File: config.mk
export PLATFORM = sky130hd
export DESIGN_NAME = cdb_result_queue
export DESIGN_NICKNAME = d
export VERILOG_FILES = /design/src/rtl/sys_defs_pkg.sv /design/src/rtl/cdb_result_queue.sv
export SDC_FILE = /design/constraint.sdc
export NUM_CORES = 1
export LEC_CHECK = 0
export ABC_AREA = 0
export CAP_MARGIN = 20
export CORE_MARGIN = 10
export CORE_UTILIZATION = 60
export CTS_BUF_LIST = sky130_fd_sc_hd__clkbuf_4 sky130_fd_sc_hd__clkbuf_8
export CTS_CLUSTER_SIZE = 14
export DETAILED_ROUTE_END_ITERATION = 8
export PLACE_DENSITY_LB_ADDON = 0.12
export SKIP_CTS_REPAIR_TIMING = 1
export SLEW_MARGIN = 20
export SYNTH_ARGS = -nofsm -noshare
export SYNTH_HDL_FRONTEND = slang
export SYNTH_SLANG_ARGS = --single-unit
File: constraint.sdc
create_clock -name clock -period 5.2 [get_ports clock]
set_input_delay 1.04 -clock clock [delete_from_list [all_inputs] [get_ports clock]]
set_output_delay 1.04 -clock clock [all_outputs]
set_load 0.05 [all_outputs]
File: src/rtl/sys_defs_pkg.sv
// Shared result/CDB types and machine-wide constants.
// Imported by every unit that produces or consumes CDB traffic.
package sys_defs;

  localparam int PRN_W = 6;
  localparam int ROB_W = 5;
  localparam int XLEN  = 32;

  localparam logic [PRN_W-1:0] ZERO_REG = 6'd31;

  localparam int CDB_QUEUE_DEPTH = 4;

  typedef struct packed {
    logic [XLEN-1:0]  result;
    logic [PRN_W-1:0] PRN_index;
    logic [ROB_W-1:0] ROB_index;
    logic             thread_ID;
    logic             FU_done;
  } FU_RESULT;

  typedef struct packed {
    logic [XLEN-1:0]  value;
    logic [PRN_W-1:0] tag;
    logic             thread_ID;
    logic             valid;
  } CDB;

  function automatic FU_RESULT fu_empty();
    FU_RESULT r;
    r           = '0;
    r.PRN_index = ZERO_REG;
    return r;
  endfunction

endpackage

File: src/rtl/cdb_result_queue.sv
// Per-FU result queue feeding the CDB arbiter; pops on grant, squashes per thread.
// Ports: clock, reset (sync, active-low), fu_in, mispredict_0/1, sent -> cdb_req, full, count.
module cdb_result_queue
  import sys_defs::*;
#(
  parameter int DEPTH = CDB_QUEUE_DEPTH
) (
  input  logic                       clock,
  input  logic                       reset,
  input  FU_RESULT                   fu_in,
  input  logic                       mispredict_0,
  input  logic                       mispredict_1,
  input  logic                       sent,
  output FU_RESULT                   cdb_req,
  output logic                       full,
  output logic [$clog2(DEPTH+1)-1:0] count
);

  localparam int CW = $clog2(DEPTH+1);
  localparam int IW = (DEPTH > 1) ? $clog2(DEPTH) : 1;

  FU_RESULT         q     [DEPTH];
  FU_RESULT         q_nxt [DEPTH];
  logic [DEPTH-1:0] keep;
  logic [CW-1:0]    wr;
  logic             in_sq;
  logic             push;

  always_comb begin
    keep = '0;
    wr   = '0;
    for (int i = 0; i < DEPTH; i++) begin
      q_nxt[i] = '0;
    end
    // Pop and squash fold into one keep mask, so an entry hit by
    // both is still removed only once.
    for (int i = 0; i < DEPTH; i++) begin
      keep[i] = (CW'(i) < count)
             && !(sent && i == 0)
             && !(q[i].thread_ID ? mispredict_1 : mispredict_0);
    end
    for (int i = 0; i < DEPTH; i++) begin
      if (keep[i]) begin
        q_nxt[wr[IW-1:0]] = q[i];
        wr = wr + CW'(1);
      end
    end
    in_sq = fu_in.thread_ID ? mispredict_1 : mispredict_0;
    // full is the pre-update value: freed slots are not reused this cycle.
    push  = fu_in.FU_done && !full && !in_sq;
    if (push) begin
      q_nxt[wr[IW-1:0]]         = fu_in;
      q_nxt[wr[IW-1:0]].FU_done = 1'b1;
      wr = wr + CW'(1);
    end
  end

  always_ff @(posedge clock) begin
    if (!reset) begin
      count <= '0;
      for (int i = 0; i < DEPTH; i++) begin
        q[i] <= '0;
      end
    end else begin
      count <= wr;
      for (int i = 0; i < DEPTH; i++) begin
        q[i] <= q_nxt[i];
      end
    end
  end

  assign full    = (count == CW'(DEPTH));
  assign cdb_req = (count == '0) ? fu_empty() : q[0];

endmodule

==> flow_summary.ini <==
[worst_setup_path]
crit_arrival_ps = 4760
reg2reg_depth = 13
r2r_slack_ps = 1420
crit_path_end_kind = flop
critPathKind = input pin to flop
crit_required_ps = 5600
timing.rr.start = count[2]
cp_max_fo = 45
critPathLaunchType = input pin
timing.rr.end = q[0][127]
crit_start = mispredict_1
endpoint = q[0][54]

[die]
rows = 50
num_io_pins = 99
die_h_um = 157
die_w_um = 157
dieArea_um2 = 24600
initial_core_util = 0.605
coreArea_um2 = 18600

[sta]
finalCriticalPeriod_ps = 4370
fin_tns_setup_ps = 0
slew_headroom = 0.207
tightestPinTransition_ps = 1190
setup_viol_count_final = 0
hold_ws_ps = 550
rsz0062_at_grt = false
fin_crit_sh = 0.840
final_max_slew_viol_count = 0
fin_skew_ps = 16.1
finalHoldViolCount = 0
fmax_ghz = 0.229

[layout]
antenna_cells = 0
drive_above_1_share = 0.0700
multi_input_area_um2 = 6930
final_common_cell = dfxtp_1
nFillCells = 1534
area_growth_syn_to_layout_pct = 12.7
ff_latch_area_um2 = 3660
layout.nets = 1358
final_cell_mix = dfxtp_1 (183), mux2i_1 (178), nand2_1 (101)

[global_routing]
track_usage = 0.286
overflow = 0
grt_pass1_wl_mm = 57.3
grt_start_max_net_pins = 94
antenna_found_initial = 0
grt_pass1_vias = 10556

[drt]
drc = 0
finalWirelength_mm = 35.9
first_pass_iters = 5
vias_per_cell = 6.91
wl_per_cell_um = 23.2
via_count = 10694
drt_iter0_markers = 1196
ant_nets = 0

[logic_synthesis]
synth-edff-count = 0
yosysTopAreaCell = dfxtp_1
async_flop_share = 0
synth_seq_cells = 183
synth.avg_cell_area_um2 = 8.68
syn_area_um2 = 11200
ys.flop_type = dfxtp_1
ys_seq_area_frac = 0.326
synth_cell_types = 51
synth_cells = 1296
syn-num-nets = 1352
yosys_warnings = 0
synthTopCellsByArea = dfxtp_1 (33%), mux2i_1 (16%), a21o_1 (6.0%)
synth_top_area_share = 0.326

[placed_design]
portBuffers = 98
dp_hpwl_mm = 19.9
place_congestion = 0.918

[power]
ir_drop_uv = 211
powerDensity_nw_per_um2 = 217
p_leak_uw = 0.00487
total_power_uw = 2750

[clock_tree]
clock_latency_ps = 480
cts_tree = done
clk_pin_slew_ps = 90
clock_sinks = 183
h-tree-depth = 4
cts_made_buffers = 17
cts_buffer_depth = 2
clock_tree.root_cell = clkbuf_8

[hold_path]
min_path_type = flop to flop

[job]
maxCapViolCount = 0

[run_status]
status = finished, final reports clean
[worst max-delay path, cell delays in order]
cell and delay [ps]:
clkdlybuf4s50_1 800, mux2i_4 130, nand2_1 270, inv_1 80
ha_1 220, a21boi_1 160, or2_2 330, inv_1 90
ha_1 150, and3_2 990, a21o_1 160, o221ai_1 110
mux2i_1 200
[metrics by stage]
stage	instances	cell area (µm²)	util	setup WS (ps)
floorplan	1296	11200	-	1000
global placement	1517	12300	0.659	530
detailed placement	1517	12300	0.659	389
CTS	1548	12700	0.682	867
global route	1548	12700	0.682	639
finish	1548	12700	0.682	834
[how the worst min path moves through the flow]
| stage | start | endpoint | slack (ps) | cells past startpoint |
|---|---|---|---|---|
| finish | q[0][90] | q[0][90] | 550 | 2 |
| global route | q[0][90] | q[0][90] | 570 | 2 |
| CTS | q[0][90] | q[0][90] | 550 | 2 |
| detailed placement | q[0][135] | q[0][90] | 530 | 2 |
| global placement | q[0][135] | q[0][90] | 510 | 2 |
| floorplan | q[0][135] | q[0][90] | 480 | 2 |
[synthesized netlist by cell type, types with 2 or more instances]
cell type and n:
a21o_1 90, nand2b_1 5, o21a_1 46, clkbuf_1 107, buf_1 13, nand4_1 40, or2_2 2, mux2i_1 180
nand3_1 91, xnor2_1 2, nor4b_1 6, buf_2 7, nor3_2 3, nor3_1 40, and2_1 82, o2111ai_1 51
nor3b_1 43, nand2_1 101, o21ai_0 42, and3_1 5, buf_6 14, o211ai_1 44, nor2_1 9, dfxtp_1 183
buf_8 4, o221ai_1 45, inv_1 8, ha_1 6, buf_4 2, a21oi_1 2, a31oi_1 2, a32o_1 2
[layout make-up]
cell class | instances | area share
multi-input combinational | 957 | 0.546
sequential | 183 | 0.289
inverter | 9 | 0.00267
clock inverter | 10 | 0.0115
clock buffer | 21 | 0.0218
timing repair buffer | 134 | 0.105
tap | 234 | 0.0231
[metal layers]
metal,up-vias,wire (µm),GRT usage
met5,-,0,0
met4,0,827,0.111
met3,74,3180,0.0557
met2,559,17000,0.477
met1,5204,14800,0.358
li1,4857,-,-
[logic make-up after synthesis]
| logic type | share of synthesized area |
|---|---|
| AND/OR/NAND/NOR | 0.210 |
| AO/OA/AOI/OAI | 0.222 |
| multiplexers | 0.164 |
| flip-flops | 0.326 |
| buffers and inverters | 0.0669 |
| adder cells (fa/ha/maj) | 0.00667 |
| XOR/XNOR | 0.00445 |
[flip-flops by register name (all words and copies together), names as in the netlist]
name   cells
q        180
count      3
[report_power, final]
part	internal (µW)	leakage, µW	switching (µW)	total [µW]
Combinational	93.9	0.00319	176	270
Sequential	1410	0.00148	7.75	1420
Clock	512	0.000202	545	1060
Total	2020	0.00487	728	2750
(Power assumes the default switching activity.)
